**src/rtl/msk_modulation_module.sv**
```systemverilog
// MSK modulator: phase-continuous +/-1 step per sample, quarter-wave I/Q lookup.
// Define MSK_PRECODE_EN to enable XNOR differential precoding of symbol bits.
`timescale 1ns/1ps
module msk_modulation_module #(
    parameter int SAMPLES_PER_SYM = 40,
    parameter int AMPLITUDE       = 29000
) (
    input  logic        logic_clk_in,
    input  logic        logic_rst_in,
    input  logic        tx_enable_in,
    input  logic        bit_in,
    input  logic        bit_valid_in,
    output logic        bit_ready_out,
    output logic [31:0] data_msk_out,
    output logic        data_valid_out,
    output logic        symbol_strobe_out,
    output logic        underflow_out
);

    localparam int CW = $clog2(SAMPLES_PER_SYM + 1);
    localparam logic [CW-1:0] LAST = CW'(SAMPLES_PER_SYM - 1);
`ifdef MSK_PRECODE_EN
    localparam bit PRECODE = 1'b1;
`else
    localparam bit PRECODE = 1'b0;
`endif

    typedef enum logic {S_IDLE, S_ACTIVE} state_t;

    state_t      r_state, w_state_nx;
    logic [7:0]  r_p, w_p_nx;
    logic [CW-1:0] r_cnt, w_cnt_nx;
    logic        r_sym, w_sym_nx;
    logic        r_fill, w_fill_nx;
    logic        r_d, w_d_nx;
    logic        w_ready, w_uf, w_wrap, w_bit;

    logic        r_s1_v, r_s1_st;
    logic [7:0]  r_s1_p;
    logic [31:0] r_data;
    logic        r_valid, r_strobe;

    logic [15:0] w_qrom [0:40];
    logic [7:0]  w_pc;
    logic [6:0]  w_ms, w_mc;
    logic [15:0] w_i, w_q;

    function automatic logic [15:0] f_quarter(input int k);
        real v;
        v = real'(AMPLITUDE) * $sin(6.283185307179586 * real'(k) / 160.0);
        return 16'($rtoi(v + 0.5));
    endfunction

    // {negate, quarter-table index} for sin of phase pp
    function automatic logic [6:0] f_map(input logic [7:0] pp);
        if (pp < 8'd40)       return {1'b0, pp[5:0]};
        else if (pp < 8'd80)  return {1'b0, 6'(8'd80 - pp)};
        else if (pp < 8'd120) return {1'b1, 6'(pp - 8'd80)};
        else                  return {1'b1, 6'(8'd160 - pp)};
    endfunction

    function automatic logic f_code(input logic b, input logic d);
        return PRECODE ? ~(b ^ d) : b;
    endfunction

    for (genvar g = 0; g <= 40; g++) begin : g_rom
        localparam logic [15:0] C = f_quarter(g);
        assign w_qrom[g] = C;
    end

    always_comb begin
        w_state_nx = r_state;
        w_p_nx     = r_p;
        w_cnt_nx   = r_cnt;
        w_sym_nx   = r_sym;
        w_fill_nx  = r_fill;
        w_d_nx     = r_d;
        w_ready    = 1'b0;
        w_uf       = 1'b0;
        w_bit      = 1'b0;
        w_wrap     = (r_cnt == LAST);
        unique case (r_state)
            S_IDLE: begin
                w_ready   = tx_enable_in;
                w_p_nx    = '0;
                w_cnt_nx  = '0;
                w_fill_nx = 1'b1;
                if (tx_enable_in && bit_valid_in) begin
                    w_state_nx = S_ACTIVE;
                    w_bit      = f_code(bit_in, r_d);
                    w_sym_nx   = w_bit;
                    w_d_nx     = w_bit;
                end
            end
            S_ACTIVE: begin
                if (r_sym) w_p_nx = (r_p == 8'd159) ? 8'd0 : r_p + 8'd1;
                else       w_p_nx = (r_p == 8'd0) ? 8'd159 : r_p - 8'd1;
                w_cnt_nx = w_wrap ? '0 : r_cnt + 1'b1;
                w_ready  = w_wrap && tx_enable_in;
                if (w_wrap) begin
                    if (!tx_enable_in) begin
                        w_state_nx = S_IDLE;
                        w_p_nx     = '0;
                    end else begin
                        if (bit_valid_in) begin
                            w_bit = f_code(bit_in, r_d);
                        end else begin
                            w_uf      = 1'b1;
                            w_fill_nx = ~r_fill;
                            w_bit     = f_code(r_fill, r_d);
                        end
                        w_sym_nx = w_bit;
                        w_d_nx   = w_bit;
                    end
                end
            end
            default: w_state_nx = S_IDLE;
        endcase
    end

    always_ff @(posedge logic_clk_in) begin
        if (logic_rst_in) begin
            r_state <= S_IDLE;
            r_p     <= '0;
            r_cnt   <= '0;
            r_sym   <= 1'b0;
            r_fill  <= 1'b1;
            r_d     <= 1'b0;
        end else begin
            r_state <= w_state_nx;
            r_p     <= w_p_nx;
            r_cnt   <= w_cnt_nx;
            r_sym   <= w_sym_nx;
            r_fill  <= w_fill_nx;
            r_d     <= w_d_nx;
        end
    end

    // cos(p) = sin(p + 40)
    assign w_pc = (r_s1_p >= 8'd120) ? r_s1_p - 8'd120 : r_s1_p + 8'd40;
    assign w_ms = f_map(r_s1_p);
    assign w_mc = f_map(w_pc);
    assign w_q  = w_ms[6] ? -w_qrom[w_ms[5:0]] : w_qrom[w_ms[5:0]];
    assign w_i  = w_mc[6] ? -w_qrom[w_mc[5:0]] : w_qrom[w_mc[5:0]];

    always_ff @(posedge logic_clk_in) begin
        if (logic_rst_in) begin
            r_s1_v   <= 1'b0;
            r_s1_st  <= 1'b0;
            r_s1_p   <= '0;
            r_data   <= '0;
            r_valid  <= 1'b0;
            r_strobe <= 1'b0;
        end else begin
            r_s1_v   <= (r_state == S_ACTIVE);
            r_s1_st  <= (r_state == S_ACTIVE) && (r_cnt == '0);
            r_s1_p   <= r_p;
            r_data   <= r_s1_v ? {w_q, w_i} : 32'd0;
            r_valid  <= r_s1_v;
            r_strobe <= r_s1_st;
        end
    end

    assign bit_ready_out     = w_ready && !logic_rst_in;
    assign underflow_out     = w_uf && !logic_rst_in;
    assign data_msk_out      = r_data;
    assign data_valid_out    = r_valid;
    assign symbol_strobe_out = r_strobe;

endmodule
```
**config.mk**
```make
export PLATFORM = sky130hd
export DESIGN_NAME = msk_modulation_module
export DESIGN_NICKNAME = d
export VERILOG_FILES = /design/src/rtl/msk_modulation_module.sv
export SDC_FILE = /design/constraint.sdc
export NUM_CORES = 1
export LEC_CHECK = 0
export BUFFER_PORTS_ARGS = -buffer_cell sky130_fd_sc_hd__buf_2
export CAP_MARGIN = 40
export CORE_ASPECT_RATIO = 1.4
export CORE_MARGIN = 4
export CORE_UTILIZATION = 60
export CTS_CLUSTER_SIZE = 20
export DETAILED_ROUTE_END_ITERATION = 7
export HOLD_SLACK_MARGIN = 0.1
export PLACE_DENSITY = 0.89
export SETUP_SLACK_MARGIN = 0.15
export SLEW_MARGIN = 5
export SYNTH_ARGS = -nofsm -noshare
export SYNTH_HDL_FRONTEND = slang
export SYNTH_SLANG_ARGS = --single-unit
export TNS_END_PERCENT = 20
```
**constraint.sdc**
```tcl
create_clock -name logic_clk_in -period 13.6 [get_ports logic_clk_in]
set_input_delay 2.72 -clock logic_clk_in [delete_from_list [all_inputs] [get_ports logic_clk_in]]
set_output_delay 2.72 -clock logic_clk_in [all_outputs]
set_load 0.05 [all_outputs]
```
### After elaboration in Yosys (flattened, before gate mapping)

Memory sizes are Yosys's and may differ from the RTL's.
Index checks and enable logic that the tools add are counted.

| storage, ports and cells | value |
|---|---|
| word-level logic and storage cells | 96 |
| latch bits | 0 |
| output and inout bits | 36 |
| memory bits (read-only) | 2048 |
| RAM bits | 0 |
| flip-flop bits (word level) | 61 |
| input bits | 5 |
| memories kept | 2 |

Memory list:

| name | words | bits a word | rd ports | clocked after Yosys merged registers in | wr ports | RTL line | RTL |
|---|---|---|---|---|---|---|---|
| (name not given) | 64 | 16 | 1 | 0 | 0 | 144 | `assign w_i = w_mc[6] ? -w_qrom[w_mc[5:0]] : w_qrom[w_mc[5:0]];` |
| (name not given) | 64 | 16 | 1 | 0 | 0 | 143 | `assign w_q = w_ms[6] ? -w_qrom[w_ms[5:0]] : w_qrom[w_ms[5:0]];` |

| cells by class | value |
|---|---|
| add/subtract/negate cells | 13 |
| bitwise gates (word level) | 5 |
| multiply operators | 0 |
| divide/modulo/power cells | 0 |
| shift operators | 0 |
| muxes and demuxes | 39 |
| reduce and logical (&&, ||, !) cells | 11 |
| magnitude comparators | 9 |
| equality and inequality tests | 6 |

Operators with widths:

| kind | count |
|---|---|
| two-way mux 16 bit | 6 |
| two-way mux 8 bit | 6 |
| less-than comparator 8 x 7 -> 1 bit, second input constant | 4 |
| negation 16 bit | 2 |
| two-way mux 7 bit | 4 |
| two-way mux 6 bit | 3 |
| less-than comparator 8 x 6 -> 1 bit, second input constant | 2 |
| one-hot mux 8 bit (2 select lines) | 1 |
| greater-or-equal comparator 7 bit, second input constant | 2 |
| two-way mux 1 bit | 14 |
| NOT 6 -> 7 bit | 2 |
| one-hot mux 6 bit (2 select lines) | 1 |
| subtractor 5 x 6 -> 6 bit, first input constant | 2 |
| subtractor 6 x 5 -> 6 bit, second input constant | 2 |
| subtractor 6 bit, first input constant | 2 |
| adder 8 x 1 -> 8 bit, second input constant | 1 |
| adder 8 x 6 -> 8 bit, second input constant | 1 |
| equality test 8 bit, second input constant | 1 |
| greater-or-equal comparator 8 x 7 -> 1 bit, second input constant | 1 |
| logical NOT 8 bit | 1 |
| one-hot mux 1 bit (2 select lines) | 4 |
| subtractor 8 x 1 -> 8 bit, second input constant | 1 |
| subtractor 8 x 7 -> 8 bit, second input constant | 1 |
| adder 6 x 1 -> 6 bit, second input constant | 1 |
| other kinds (9) | 18 |

### Depth between registers and ports, before layout

| depth | value |
|---|---|
| depth after elaboration | 12 |
| gate-level depth with buffers | 23 |
| mapped depth without buffers | 21 |

### Worst setup path before layout

Ideal clock, no wire load.

| timing | value |
|---|---|
| path type | input-to-output |
| start point | input bit_valid_in |
| end point | output underflow_out |
| required time | 10.880 ns |
| stages on the path | 2 |
| arrival time | 3.860 ns |
| path slack | 7.020 ns |
| buffers on the path | 0 |
| cell sequence | or3b_2 > nor2_1 |

| between the ends | value |
|---|---|
| longest elaborated chain between the ends | 5 |

Ends and longest elaborated chain:

| element | RTL line | RTL |
|---|---|---|
| from (decl) | 12 | `input logic bit_valid_in,` |
| two-way mux 1 bit | 105 | `if (bit_valid_in) begin` |
| two-way mux 1 bit | 101 | `if (!tx_enable_in) begin` |
| two-way mux 1 bit | 100 | `if (w_wrap) begin` |
| two-way mux 1 bit | 82 | `unique case (r_state)` |
| logical AND 1 bit | 165 | `assign underflow_out = w_uf && !logic_rst_in;` |
| to (decl) | 17 | `output logic underflow_out` |

No other way between the ends.

### Worst setup path after layout

| timing | value |
|---|---|
| start point | input tx_enable_in |
| end point | output underflow_out |

| between the ends | value |
|---|---|
| longest elaborated chain between the ends | 4 |

Ends and longest elaborated chain:

| element | RTL line | RTL |
|---|---|---|
| from (decl) | 10 | `input logic tx_enable_in,` |
| two-way mux 1 bit | 101 |  |
| two-way mux 1 bit | 100 |  |
| two-way mux 1 bit | 82 |  |
| logical AND 1 bit | 165 |  |

No other way between the ends.

==> results.md <==
Power and ir drop:
- Across the VDD grid, the largest voltage drop is 65.9 µV.
- Internal power comes to 428 µW.
- The part of the total power dissipated in sequential elements is 27.2%.
- The net switching power of the design is 278 µW.
- Per report_power, the clock group accounts for 32.5% of the total.
- In this run switching power makes up 39.4% of total power.
- The fraction of power consumed by combinational cells is 40.3%.
- The standby leakage power is 2.48 nW.
- The power per cell area is 111 nW/µm².

Yosys:
- By area the synthesized netlist is led by dfxtp_1 21%, ha_1 6.8%, nor2_1 6.6%.
- The number of synthesized flops with an enable pin is 0.
- The dominant register cell in the synthesized netlist is dfxtp_1.
- The total of flip-flops plus latches after synthesis is 61.
- The number of cells produced by synthesis is 785.
- Counting flops with an async set or reset pin after synthesis yields a share of 0%.
- Each instance of the synthesized netlist takes up on average 7.45 µm².
- Synthesis instantiated 91 different standard cells from the library.
- The number of nets handed over by synthesis was 822.
- Summed over its instances, the top area cell type makes up 20.9% of the synthesized netlist area.
- The sequential share of the synthesized area is 20.9%.
- dfxtp_1 takes more of the synthesized area than any other cell.
- The count of warnings emitted by yosys is 0.
- Summing every instance area after synthesis gives 5850 µm².

Clock tree:
- After clock tree synthesis, the clock-pin slew on the worst setup and hold paths is 60 ps.
- The post-CTS setup repair buffer count is 0.
- The root buffer cell is clkbuf_16.
- In this run the number of H-tree levels came out at 3.
- No sink is reached through more buffers than the 2 on the longest clock path.
- At the later pin of the worst-skew pair, clock insertion delay measures 340 ps.
- The TritonCTS buffer count is 9.
- The total clock sinks is 61.
- Gates resized during post-CTS repair numbered 0.
- TritonCTS built the clock tree.
- Hold repair after CTS inserted 0 buffers.

Drt:
- The total wirelength of the detailed-routed design is 16.5 mm.
- The number of nets with antenna violations after routing is 0.
- After detailed routing, the number of remaining DRC violations is 0.
- The number of iterations in the first detailed-routing pass is 6.
- The routed layout has 6184 vias.
- The average wire per standard cell is 17.7 µm.
- The first-iteration detailed-routing DRC count is 738.
- Using the TritonRoute via totals, the vias-per-cell ratio works out to 6.63.

STA:
- The actual transition at the worst max-transition pin is 810 ps.
- Setup repair after global routing left no endpoint under its margin.
- Timing would allow up to 0.156 GHz.
- The total negative slack for setup checks is 0 ps.
- The number of max-slew violations in the final report came to 0.
- Setup violations remaining at the end of the flow were counted as 0.
- Dividing the final minimum period by the clock period gives 47.1%.
- Counting I/O delays and the setup requirement, the final critical path takes 6400 ps.
- The normalized max-slew margin is 45.6%.
- The total count of hold-check failures in the final report is 0.
- The worst setup skew after layout is 9.79 ps.

Die:
- During I/O placement, the number of pins put on the boundary was 41.
- Once the floorplan was initialized, standard cells occupied 61.5% of the core.
- The floorplan step defined a die boundary enclosing 11400 µm².
- The height of the chip is 125 µm.
- Measured along the x axis, the die boundary spans 91.4 µm.
- The standard-cell row count is 42.
- The core region is 9510 µm².

Finish:
- The number of antenna diodes is 0.
- The fraction of layout cells with a size suffix above 1 is 12.9%.
- After the last flow step, the layout net total stands at 833.
- Cells fill 66.9% of the core in the end.
- Compared with the post-synthesis result, the final layout area differs by 8.75%.

GRT:
- Entering global routing, the biggest net connects 36 pins.
- The via count of the first global-routing pass is 5869.
- The overall fraction of global-route tracks in use is 28.2%.
- The remaining global-route overflow is 0.
- The number of antenna violations at the first check in global routing is 0.
- The first global-routing pass estimated 27.2 mm of wire.

Placement:
- The congestion estimate from routability-driven global placement came to 0.975.
- The number of buffers inserted by port buffering is 40.
- Summed over all nets, the half-perimeter wirelength after detailed placement is 11.9 mm.

Critical path:
- The terminus of the critical flop-to-flop path is data_msk_out[12].
- The largest fanout on the critical path is 6.
- The required arrival time at the worst endpoint is 10880 ps.
- The data arrival time at the worst-slack endpoint is 3680 ps.
- The start-to-end type of the worst setup path is primary input to primary output.
- For flop-to-flop paths, the worst setup slack is 7470 ps.
- STA classifies the critical path startpoint as a primary input.
- The critical path endpoint is underflow_out.
- The worst setup path is captured at a primary output.
- The launching point of the worst reg2reg path is r_s1_p[2].
- The logic depth of the worst register-to-register path is 19.
- The critical path starts at tx_enable_in.

Hold path:
- The type of the most critical hold path is flop to flop.

Run status:
- The run finished with clean final reports.

Job:
- Max-cap violations in this run came to 0.
## layer usage
layer	GRT usage (%)	wire length (µm)
met3	5.20	1270
met4	15.5	774
met2	49.3	8180
met5	0	0
met1	31.7	6330
## flip-flops by register name, indices dropped and copies added, names as in the netlist
register / count
r_s1_v: 1
data_valid_out: 1
r_sym: 1
data_msk_out: 32
r_fill: 1
r_state: 1
r_s1_st: 1
symbol_strobe_out: 1
r_p: 8
r_s1_p: 8
r_cnt: 6
## cell type report
cell class	instances	area [µm²]
fillers	825	3150
well taps	132	165
inverters	32	123
clock inverters	7	73.8
clock buffers	9	225
multi-input cells	640	4270
flip-flops and latches	61	1220
repair buffers	52	288
## layout by cell type (no fill, tap or decap), types with 7 or more instances in the layout
master / count
a211oi_1: 16
a21oi_1: 49
a31oi_1: 22
and2_1: 7
and3_1: 9
buf_2: 41
buf_4: 11
clkbuf_16: 9
dfxtp_1: 61
ha_1: 32
inv_1: 27
mux2i_1: 16
nand2_1: 59
nand3_1: 27
nor2_1: 103
nor2b_1: 11
nor3_1: 28
o211ai_1: 17
o21a_1: 7
o21ai_0: 46
or3_1: 8
xnor2_1: 29
xor2_1: 17
## cells in the mapped netlist, types with 6 or more instances
cell and n:
xor2_1 17, nand2_1 59, or3_1 8, and2_1 7
buf_2 6, and3_1 9, nor3_1 28, o21a_1 7
nor2b_1 11, o21ai_0 46, a31oi_1 22, o31ai_1 6
nand3_1 27, a21oi_1 49, xnor2_1 29, a211oi_1 16
nor2_1 103, ha_1 32, clkbuf_1 37, dfxtp_1 61
o211ai_1 17, mux2i_1 16, a21o_1 6, inv_1 27
## per-stage QoR
stage               power, mW  hold slack (ps)  worst slack, ps  instances  cell area (µm²)
finish                  0.706              446             7200        933             6360
global route            0.738              469             7070        933             6360
CTS                     0.700              449             7200        933             6360
detailed placement      0.471              431             7200        917             6060
global placement        0.463              443             7210        915             6050
floorplan               0.417              414             7020        785             5850
## how the worst min path moves through the flow
stage | end | startpoint | cells after the start
after floorplan | symbol_strobe_out | r_s1_st | 1
after global placement | symbol_strobe_out | r_s1_st | 1
after detailed placement | symbol_strobe_out | r_s1_st | 1
after CTS | symbol_strobe_out | r_s1_st | 1
after global routing | symbol_strobe_out | r_s1_st | 1
final | symbol_strobe_out | r_s1_st | 1
## critical path: stages
cell and delay, ps:
buf_2 120, or3b_2 480, nor2_1 90, buf_2 260
## power by group through the flow
stage	logic (mW)	registers, mW	clock network (mW)
finish	0.284	0.192	0.230
global route	0.306	0.193	0.238
floorplan	0.215	0.202	0
detailed placement	0.275	0.196	0
CTS	0.278	0.192	0.231
global placement	0.268	0.195	0
## cells by family after synthesis
family                     count (synthesis)  share of synthesized area, %
DFF                                       61                          20.9
adders and majority gates                 32                          6.84
muxes                                     22                          3.94
AOI/OAI and AO/OA                        258                          31.6
buffers and inverters                     84                          6.20
xor gates and xnor gates                  49                          7.83
and+or+nand+nor                          279                          22.8
(Power assumes the default switching activity.)
